[src/rtl/chacha_pkg.sv]
// chacha_pkg: shared types and constants for the ChaCha keystream XOR block.
//   state_t   - stream sequencer states
//   BLK_BITS  - keystream block width (512)
//   WORD_W    - stream word width (32)
//   BLK_WORDS - words per keystream block (16)
//   CTR_W     - block counter width (64)
//   IDX_W     - word index width within a block
//   ks_word() - selects word idx from a block, word 0 = bits [511:480]
package chacha_pkg;

   localparam int unsigned BLK_BITS  = 512;
   localparam int unsigned WORD_W    = 32;
   localparam int unsigned BLK_WORDS = BLK_BITS / WORD_W;
   localparam int unsigned CTR_W     = 64;
   localparam int unsigned IDX_W     = $clog2(BLK_WORDS);

   typedef enum logic [2:0] {
      ST_IDLE,
      ST_REQ,
      ST_WAIT,
      ST_STREAM,
      ST_DONE
   } state_t;

   // Top bit of word idx is 511 - 32*idx, i.e. {~idx, 5'h1f} for 16 x 32-bit words.
   function automatic logic [WORD_W-1:0] ks_word(input logic [BLK_BITS-1:0] blk,
                                                 input logic [IDX_W-1:0]    idx);
      ks_word = blk[{~idx, 5'h1f} -: WORD_W];
   endfunction

endpackage

[src/rtl/chacha_ks_buf.sv]
// chacha_ks_buf: keystream block buffer with word-select output.
// Build option: CHACHA_STREAM_XOR_PREFETCH_EN adds a spare block buffer that
// can be filled while the active one is being consumed, then swapped in.
// Ports:
//   clk, reset_n      - clock, async active-low reset
//   load_act          - capture blk_in into the active buffer
//   load_spare        - (prefetch) capture blk_in into the spare buffer
//   swap              - (prefetch) move spare into active, spare becomes empty
//   clr_spare         - (prefetch) discard spare contents
//   spare_full        - (prefetch) spare buffer holds an unused block
//   blk_in            - 512-bit keystream block from the core
//   word_idx          - word selector into the active buffer
//   ks_word_out       - selected 32-bit keystream word
module chacha_ks_buf
   import chacha_pkg::*;
(
   input  logic                clk,
   input  logic                reset_n,
   input  logic                load_act,
`ifdef CHACHA_STREAM_XOR_PREFETCH_EN
   input  logic                load_spare,
   input  logic                swap,
   input  logic                clr_spare,
   output logic                spare_full,
`endif
   input  logic [BLK_BITS-1:0] blk_in,
   input  logic [IDX_W-1:0]    word_idx,
   output logic [WORD_W-1:0]   ks_word_out
);

   logic [BLK_BITS-1:0] act_q;

`ifdef CHACHA_STREAM_XOR_PREFETCH_EN
   logic [BLK_BITS-1:0] spare_q;
   logic                spare_full_q;

   always_ff @(posedge clk or negedge reset_n) begin
      if (!reset_n) begin
         act_q        <= '0;
         spare_q      <= '0;
         spare_full_q <= 1'b0;
      end else begin
         if (swap)
            act_q <= spare_q;
         else if (load_act)
            act_q <= blk_in;

         if (load_spare) begin
            spare_q      <= blk_in;
            spare_full_q <= 1'b1;
         end else if (swap || clr_spare) begin
            spare_full_q <= 1'b0;
         end
      end
   end

   assign spare_full = spare_full_q;
`else
   always_ff @(posedge clk or negedge reset_n) begin
      if (!reset_n)
         act_q <= '0;
      else if (load_act)
         act_q <= blk_in;
   end
`endif

   assign ks_word_out = ks_word(act_q, word_idx);

endmodule

[src/rtl/chacha_stream_xor.sv]
// chacha_stream_xor: sequences chacha_core init/next requests, captures each
// 512-bit keystream block and XORs it into a 32-bit valid/ready word stream.
// Encryption and decryption are the same operation.
// Build option: CHACHA_STREAM_XOR_PREFETCH_EN requests block N+1 while block N
// streams and swaps it in at the block boundary without a bubble.
// Ports:
//   clk, reset_n                  - clock, async active-low reset
//   start, ctr_init               - begin a message (IDLE only), initial block counter
//   in_valid/in_ready/in_data/in_last    - plaintext stream in
//   out_valid/out_ready/out_data/out_last - ciphertext stream out
//   core_init, core_next, core_ctr        - request pulses and counter to chacha_core
//   core_ready, core_data_out, core_data_out_valid - chacha_core status / block
//   busy                          - high whenever not IDLE
//   ctr_wrap_err                  - sticky, block counter would have wrapped
// WORD_W and BLK_WORDS are fixed at 32 and 16; they are not meant to be overridden.
module chacha_stream_xor
   import chacha_pkg::*;
#(
   parameter int unsigned WORD_W    = 32,
   parameter int unsigned BLK_WORDS = 16
) (
   input  logic                clk,
   input  logic                reset_n,
   input  logic                start,
   input  logic [CTR_W-1:0]    ctr_init,
   input  logic                in_valid,
   output logic                in_ready,
   input  logic [WORD_W-1:0]   in_data,
   input  logic                in_last,
   output logic                out_valid,
   input  logic                out_ready,
   output logic [WORD_W-1:0]   out_data,
   output logic                out_last,
   output logic                core_init,
   output logic                core_next,
   output logic [CTR_W-1:0]    core_ctr,
   input  logic                core_ready,
   input  logic [BLK_BITS-1:0] core_data_out,
   input  logic                core_data_out_valid,
   output logic                busy,
   output logic                ctr_wrap_err
);

   state_t             state_q;
   state_t             state_d;
   state_t             blk_next_state;
   logic [CTR_W-1:0]   blk_cnt_q;
   logic [IDX_W-1:0]   word_idx_q;
   logic               first_blk_q;
   logic               wrap_err_q;
   logic               xfer;
   logic               at_end;
   logic               ctr_max;
   logic               blk_end;
   logic               wrap;
   logic               load_act;
   logic [WORD_W-1:0]  ks_w;

   assign xfer    = (state_q == ST_STREAM) && in_valid && out_ready;
   assign at_end  = (word_idx_q == IDX_W'(BLK_WORDS - 1));
   assign ctr_max = &blk_cnt_q;
   assign blk_end = xfer && !in_last && at_end;
   assign wrap    = blk_end && ctr_max;

   assign ctr_wrap_err = wrap_err_q;

`ifdef CHACHA_STREAM_XOR_PREFETCH_EN
   logic pf_pend_q;
   logic pf_fire;
   logic pf_cap;
   logic spare_full;
   logic swap;
   logic load_spare;
   logic clr_spare;

   // Prefetch only when a further block exists and not on the cycle that ends
   // the block or message, so a request never races the boundary decision.
   assign pf_fire    = (state_q == ST_STREAM) && core_ready && !pf_pend_q && !spare_full &&
                       !ctr_max && !(xfer && (in_last || at_end));
   assign pf_cap     = (state_q == ST_STREAM) && pf_pend_q && core_data_out_valid;
   assign swap       = blk_end && !ctr_max && spare_full;
   // A prefetched block landing exactly on the boundary goes straight to active.
   assign load_act   = ((state_q == ST_WAIT) && core_data_out_valid) ||
                       (blk_end && !ctr_max && !spare_full && pf_cap);
   assign load_spare = pf_cap && !blk_end && !(xfer && in_last);
   assign clr_spare  = (state_q == ST_DONE);
   assign blk_next_state = (spare_full || pf_cap) ? ST_STREAM :
                           (pf_pend_q ? ST_WAIT : ST_REQ);
   // While streaming, the counter offered to the core is the one being prefetched.
   assign core_ctr   = (state_q == ST_STREAM) ? blk_cnt_q + CTR_W'(1) : blk_cnt_q;
`else
   assign load_act       = (state_q == ST_WAIT) && core_data_out_valid;
   assign blk_next_state = ST_REQ;
   assign core_ctr       = blk_cnt_q;
`endif

   chacha_ks_buf u_ks_buf (
      .clk         (clk),
      .reset_n     (reset_n),
      .load_act    (load_act),
`ifdef CHACHA_STREAM_XOR_PREFETCH_EN
      .load_spare  (load_spare),
      .swap        (swap),
      .clr_spare   (clr_spare),
      .spare_full  (spare_full),
`endif
      .blk_in      (core_data_out),
      .word_idx    (word_idx_q),
      .ks_word_out (ks_w)
   );

   // State register
   always_ff @(posedge clk or negedge reset_n) begin
      if (!reset_n)
         state_q <= ST_IDLE;
      else
         state_q <= state_d;
   end

   // Next-state logic
   always_comb begin
      state_d = state_q;
      case (state_q)
         ST_IDLE:   if (start) state_d = ST_REQ;
         ST_REQ:    if (core_ready) state_d = ST_WAIT;
         ST_WAIT:   if (core_data_out_valid) state_d = ST_STREAM;
         ST_STREAM: begin
            if (xfer) begin
               if (in_last || wrap)
                  state_d = ST_DONE;
               else if (at_end)
                  state_d = blk_next_state;
            end
         end
         ST_DONE:   state_d = ST_IDLE;
         default:   state_d = ST_IDLE;
      endcase
   end

   // Outputs
   always_comb begin
      in_ready  = 1'b0;
      out_valid = 1'b0;
      out_data  = '0;
      out_last  = 1'b0;
      core_init = 1'b0;
      core_next = 1'b0;
      busy      = (state_q != ST_IDLE);
      case (state_q)
         ST_REQ: begin
            core_init = core_ready && first_blk_q;
            core_next = core_ready && !first_blk_q;
         end
         ST_STREAM: begin
            in_ready  = out_ready;
            out_valid = in_valid;
            out_data  = in_data ^ ks_w;
            out_last  = in_last;
`ifdef CHACHA_STREAM_XOR_PREFETCH_EN
            core_next = pf_fire;
`endif
         end
         default: ;
      endcase
   end

   // Counter, word index and flags
   always_ff @(posedge clk or negedge reset_n) begin
      if (!reset_n) begin
         blk_cnt_q   <= '0;
         word_idx_q  <= '0;
         first_blk_q <= 1'b0;
         wrap_err_q  <= 1'b0;
      end else begin
         case (state_q)
            ST_IDLE: begin
               if (start) begin
                  blk_cnt_q   <= ctr_init;
                  first_blk_q <= 1'b1;
                  wrap_err_q  <= 1'b0;
               end
            end
            ST_REQ: begin
               if (core_ready)
                  first_blk_q <= 1'b0;
            end
            ST_WAIT: begin
               if (core_data_out_valid)
                  word_idx_q <= '0;
            end
            ST_STREAM: begin
               if (xfer && !in_last) begin
                  if (!at_end) begin
                     word_idx_q <= word_idx_q + IDX_W'(1);
                  end else if (ctr_max) begin
                     wrap_err_q <= 1'b1;
                  end else begin
                     blk_cnt_q  <= blk_cnt_q + CTR_W'(1);
                     word_idx_q <= '0;
                  end
               end
            end
            default: ;
         endcase
      end
   end

`ifdef CHACHA_STREAM_XOR_PREFETCH_EN
   always_ff @(posedge clk or negedge reset_n) begin
      if (!reset_n)
         pf_pend_q <= 1'b0;
      else if (state_q == ST_DONE)
         pf_pend_q <= 1'b0;
      else if (pf_fire)
         pf_pend_q <= 1'b1;
      else if (core_data_out_valid && (state_q == ST_STREAM || state_q == ST_WAIT))
         pf_pend_q <= 1'b0;
   end
`endif

endmodule

[config.mk]
export PLATFORM = sky130hd
export DESIGN_NAME = chacha_stream_xor
export DESIGN_NICKNAME = d
export VERILOG_FILES = /design/src/rtl/chacha_pkg.sv /design/src/rtl/chacha_ks_buf.sv /design/src/rtl/chacha_stream_xor.sv
export SDC_FILE = /design/constraint.sdc
export NUM_CORES = 1
export LEC_CHECK = 0
export CAP_MARGIN = 0
export CORE_MARGIN = 3
export CORE_UTILIZATION = 35
export DETAILED_ROUTE_END_ITERATION = 8
export PLACE_DENSITY_LB_ADDON = 0.1
export SYNTH_ARGS = -nofsm -noshare
export SYNTH_HDL_FRONTEND = slang
export SYNTH_SLANG_ARGS = --single-unit
[constraint.sdc]
create_clock -name clk -period 3.8 [get_ports clk]
set_input_delay 0.76 -clock clk [delete_from_list [all_inputs] [get_ports clk]]
set_output_delay 0.76 -clock clk [all_outputs]
set_load 0.05 [all_outputs]
# ---- After elaboration in Yosys (flattened, before gate mapping)
# Cells that the tools add are included.
dict set report classes {
  shift 1
  mux 31
  n_addsub 2
  n_reduce_logical 22
  bitwise_logic 2
  n_eq_ne 14
}
# cell count
set op_table {}
lappend op_table {{variable part select 543 x 10 -> 32 bit} 1}
lappend op_table {{2-to-1 mux 64 bit} 4}
lappend op_table {{one-hot mux 64 bit (2 select lines)} 1}
lappend op_table {{adder 64 x 1 -> 64 bit (second input constant)} 1}
lappend op_table {{AND reduction 64 bit} 1}
lappend op_table {{2-to-1 mux 32 bit} 1}
lappend op_table {{bitwise XOR 32 bit} 1}
lappend op_table {{2-to-1 mux 3 bit} 6}
lappend op_table {{2-to-1 mux 4 bit} 4}
lappend op_table {{AND reduction 5 bit} 3}
lappend op_table {{inequality test 2 bit (second input constant)} 7}
lappend op_table {{one-hot mux 3 bit (4 select lines)} 1}
lappend op_table {{2-to-1 mux 1 bit} 11}
lappend op_table {{logical AND 1 bit} 8}
lappend op_table {{one-hot mux 4 bit (2 select lines)} 1}
lappend op_table {{equality test 3 x 2 -> 1 bit (second input constant)} 2}
lappend op_table {{nonzero test 2 bit} 3}
lappend op_table {{adder 4 x 1 -> 4 bit (second input constant)} 1}
lappend op_table {{equality test 4 bit (second input constant)} 1}
lappend op_table {{NOT 4 bit} 1}
lappend op_table {{one-hot mux 1 bit (2 select lines)} 2}
lappend op_table {{AND reduction 4 bit} 1}
lappend op_table {{equality test 3 x 1 -> 1 bit (second input constant)} 1}
lappend op_table {{logical NOT 3 bit} 1}
lappend op_table {{other kinds (7)} 8}
dict set report word_totals {
  elab_cells 78
  out_inout_bits 103
  register_bits 585
  inputBits 616
}

# ---- Logic depth before layout (Yosys ltp)
dict set report logic_depth {
  ltp_word 10
  ltp_mapped 10
  mapped_depth_nobuf 7
}

# ---- Modules after synthesis
# A second synthesis with hierarchy kept.
dict set report hier_totals {
  cells_unflattened 2043
  hier_area_um2 27918.0
}
# mod n_inst area_each_um2 cells_each seq_area_each_um2
set modules_own_cells {}
lappend modules_own_cells {chacha_ks_buf 1 22561.6 1352 12812.3}
lappend modules_own_cells {chacha_stream_xor 1 5356.4 691 1826.8}

# ---- Worst setup path after synthesis
# No wires, ideal clock.
dict set report synth_path {
  path_kind {register to output}
  startpoint {register word_idx_q[0]}
  endpoint {output port out_data[20]}
  slack_ns 0.125
  required_ns 3.040
  path_buffers 3
  arrival_time_ns 2.915
  stages_incl_launch_ff 9
  cell_sequence {dfrtp_1 > buf_2 > buf_2 > buf_1 > mux4_2 > o21ai_0 > nand2_1 > xnor2_1 > nor2_1}
}
dict set report synth_via {
  elab_chain_len 4
}
# element line
set synth_lines {}
lappend synth_lines {{from (decl)} chacha_stream_xor.sv:48} ;# logic [IDX_W-1:0] word_idx_q;
lappend synth_lines {{from (signal assigned)} chacha_stream_xor.sv:194} ;# word_idx_q <= word_idx_q + IDX_W'(1);
lappend synth_lines {{NOT 4 bit} chacha_pkg.sv:28} ;# ks_word = blk[{~idx, 5'h1f} -: WORD_W];
lappend synth_lines {{variable part select 543 x 10 -> 32 bit} chacha_pkg.sv:28}
lappend synth_lines {{bitwise XOR 32 bit} chacha_stream_xor.sv:157} ;# out_data = in_data ^ ks_w;
lappend synth_lines {{2-to-1 mux 32 bit} chacha_stream_xor.sv:149} ;# case (state_q)
lappend synth_lines {{to (decl)} chacha_stream_xor.sv:32} ;# output logic [WORD_W-1:0] out_data,
# No other way between the ends.

# ---- Worst setup path after layout
dict set report layout_path {
  startpoint {register word_idx_q[0]}
  endpoint {output port out_data[14]}
}
# Same word-level chain as after synthesis.

==> run metrics <==
WP data required 3.04 ns; critical path arrival 3.06 ns; Overflow after GRT 0; TritonCTS clock tree done; TritonCTS sink count 585; area delta synth->final 45.91%; max cap viols 0; Crit path max-delay family multiplexers; DIE WIDTH 288.9 um; max frequency 0.2617 GHz; Placed Instance Area 37160 um2; area of the die 83470 um2; failing checks negative setup slack; nets@finish 3477; drt wl/cell 27.96 um; Worst Tran Pin Value 0.8847 ns; Port Buf Inserts 718; IO Pins 719; gpl congestion 0.8608; CP Buf/Inv Count 5; post-synthesis register bit count 585; Skew-Pair Late Insertion Delay 0.62 ns; count leader, synth dfrtp_1; Worst-path clk slew 0.06 ns; initial antenna violation count 35; CTS max path bufs 3; synth top area cells dfrtp_1 52%, mux2_2 22%, mux4_2 7.7%; Mapped Area 28010 um2; number of global-route vias before repair 22.64k; Critical Path Start Type flop; status finished, violations left; crit path time final 3.821 ns; cell row count 103; Placed Cells 3801; via density per instance 5.365; clk root buf clkbuf_16; overall routed net length 111300 um; fin crit share 100.5%; Avg Inst Size Synth 13.26 um2; final worst setup slack -0.02075 ns; Tot GR Track Use 25.97%; DP HPWL 82450 um; Slowest cell on crit path mux4_2; RSZ-0062 raised after global routing yes; Hold Fails Final Rpt 0; Detail Route Antenna Nets 0; worst hold slack 0.1431 ns; first-pass GRT wire length 157600 um; worst-case clock skew 0.02913 ns; number of synthesized flops with an enable pin 0; layout cell share with drive strength beyond 1 35.03%; CP Cell Sequence buf_12 > buf_16 > buf_16 > mux4_2 > mux2_4 > nand2_4 > nand2_4 > xnor2_2 > nor2_1 > buf_4 > buf_12; fin cells 3982; delay of the slowest cell on the worst path 0.56 ns; Placeable Area 79130 um2; Slew HR 41.02%; Synth top area share 52.26%; total CTS buffers 70; Hold Path Class primary input to async pin; filler cell count 6804; drc violations 0; DR pass1 iterations 5; H-tree Lvls 3; Max VDD drop 0.6133 mV; Commonest cells post-synth 585 x dfrtp_1, 535 x mux2_2, 129 x clkbuf_1, 99 x nand2_1, 96 x mux4_2; area of the multi-input gates 13500 um2; ys async rst share 100.0%; Critical Path End Type output port; cell taking the most area after synthesis dfrtp_1; Die Y 288.9 um; routed via count 21.37k; register area share after synthesis 52.26%; DR iter-0 viols 1114; Leak 16.13 nW; CP Max Fanout 6; Cells after Synth 2112; Synth Flop Type dfrtp_1; hold buffer count at CTS 0; Yosys cell types 57; Syn Nets 2730; Initial Utilization 35.40%; Yosys warnings 0; Max Slew Vio Count 0; Sequential Area 14650 um2; endpoints failing setup 4; largest net degree at the start of global routing 128; power per cell area 848.8 nW/um2; Crit Path Category flop to output port; Post-Layout Inst Area 40870 um2
-- layer usage --
layer / up-vias / global-route usage, % / part of all wire [%]
met3: 130 / 5.846 / 6.2
li1: 9447 / - / -
met1: 11080 / 33.80 / 42
met4: 22 / 6.426 / 2.0
met2: 684 / 43.99 / 50
met5: - / 0 / 0.11
-- cells by family (layout without fill, tap and decap cells) --
family | Yosys count | after routing | synth area share (%)
other | 0 | 23 | 0
DFF | 585 | 585 | 52.26
xor gates and xnor gates | 32 | 32 | 1.000
adders and majority gates | 2 | 2 | 0.08932
AOI/OAI and AO/OA | 298 | 298 | 6.758
and+or+nand+nor | 327 | 328 | 5.784
muxes | 704 | 704 | 31.83
buffers and inverters | 164 | 960 | 2.278
-- sequential cells by signal, indices dropped and copies added (netlist names) --
| register | flops |
|---|---|
| core_ctr | 64 |
| state_q | 3 |
| first_blk_q | 1 |
| word_idx_q | 4 |
| ctr_wrap_err | 1 |
| u_ks_buf.act_q | 512 |
-- layout by cell type, fill, tap and decap left out, types with 7 or more instances in the layout --
| cell type | n |
|---|---|
| clkdlybuf4s50_1 | 683 |
| dfrtp_1 | 581 |
| mux2_2 | 518 |
| mux4_2 | 96 |
| clkbuf_16 | 76 |
| nor2_1 | 73 |
| o21ai_0 | 72 |
| a21oi_1 | 71 |
| nand2_1 | 64 |
| buf_4 | 59 |
| buf_12 | 58 |
| mux2i_1 | 45 |
| nand3_1 | 32 |
| nand4_1 | 31 |
| diode_2 | 23 |
| o22ai_1 | 22 |
| clkbuf_1 | 21 |
| nand2_2 | 20 |
| xnor2_1 | 19 |
| mux2i_2 | 19 |
| a221oi_2 | 17 |
| mux2_4 | 17 |
| nor2_2 | 16 |
| o21ai_1 | 15 |
| nand2_4 | 15 |
| and4_1 | 14 |
| clkbuf_8 | 14 |
| buf_16 | 13 |
| a22oi_1 | 12 |
| xnor2_2 | 11 |
| o211ai_1 | 10 |
| inv_1 | 10 |
| nor3_1 | 10 |
| o22a_1 | 10 |
| a221oi_1 | 9 |
| mux2i_4 | 9 |
| and3_1 | 9 |
| a2bb2oi_1 | 9 |
| clkinv_2 | 9 |
| o2bb2a_1 | 7 |
-- worst register-to-register path, cell delays in order, from the launching register on --
cell	delay (ns)
dfrtp_4	0.55
buf_6	0.34
ha_1	0.29
nand3_1	0.20
or4_1	0.51
nand2_1	0.16
o21a_2	0.38
buf_12	0.29
o21ai_0	0.16
o2bb2ai_1	0.16
-- cell type report --
| cell class | count | share of cell area (%) |
|---|---|---|
| repair buffers | 828 | 22.21 |
| clock inverters | 17 | 0.5020 |
| diodes | 23 | 0.1408 |
| clock buffers | 105 | 4.950 |
| well taps | 1050 | 3.214 |
| flip-flops and latches | 585 | 35.85 |
| multi-input cells | 1364 | 33.04 |
| inverters | 10 | 0.09184 |
-- through the flow --
| stage | TNS, ns | setup WS [ns] | util [%] | power (mW) |
|---|---|---|---|---|
| after floorplan | 0 | 0.1245 | - | 20.34 |
| after global placement | 0 | 0.01832 | 46.96 | 26.13 |
| after detailed placement | 0 | 0.06858 | 46.96 | 26.46 |
| after CTS | -1.345 | -0.09151 | 51.34 | 34.75 |
| after global routing | -1.651 | -0.1089 | 51.62 | 36.40 |
| final | -0.03673 | -0.02075 | 51.65 | 34.69 |
-- worst paths after layout --
| kind | startpoint | to | slack, ns | cells past startpoint |
|---|---|---|---|---|
| setup / recovery | word_idx_q[0] | out_data[14] | -0.02 | 11 |
| hold / removal | reset_n | core_ctr[32] | 0.14 | 1 |
| max in group asynchronous | reset_n | u_ks_buf.act_q[5] | 2.51 | 3 |
| min in group clk | u_ks_buf.act_q[274] | u_ks_buf.act_q[274] | 0.50 | 1 |
| hold reg to reg | u_ks_buf.act_q[274] | u_ks_buf.act_q[274] | 0.50 | 1 |
| setup reg to reg | word_idx_q[1] | core_ctr[37] | 0.65 | 9 |
-- where the power goes --
| part | switching, mW | leakage, nW | total [mW] | internal [mW] |
|---|---|---|---|---|
| Combinational | 8.22 | 8.06 | 16.6 | 8.35 |
| Clock | 2.76 | 1.10 | 6.60 | 3.84 |
| Sequential | 2.15 | 6.98 | 11.5 | 9.38 |
| Total | 13.1 | 16.1 | 34.7 | 21.6 |
-- timing repair --
action,CTS,global route
pin swaps,27,18
buffers inserted,17,7
gates resized for setup,164,47
setup endpoints to repair,32,32
gates cloned,12,4
Note: power is estimated with default switching activity, not from simulation.
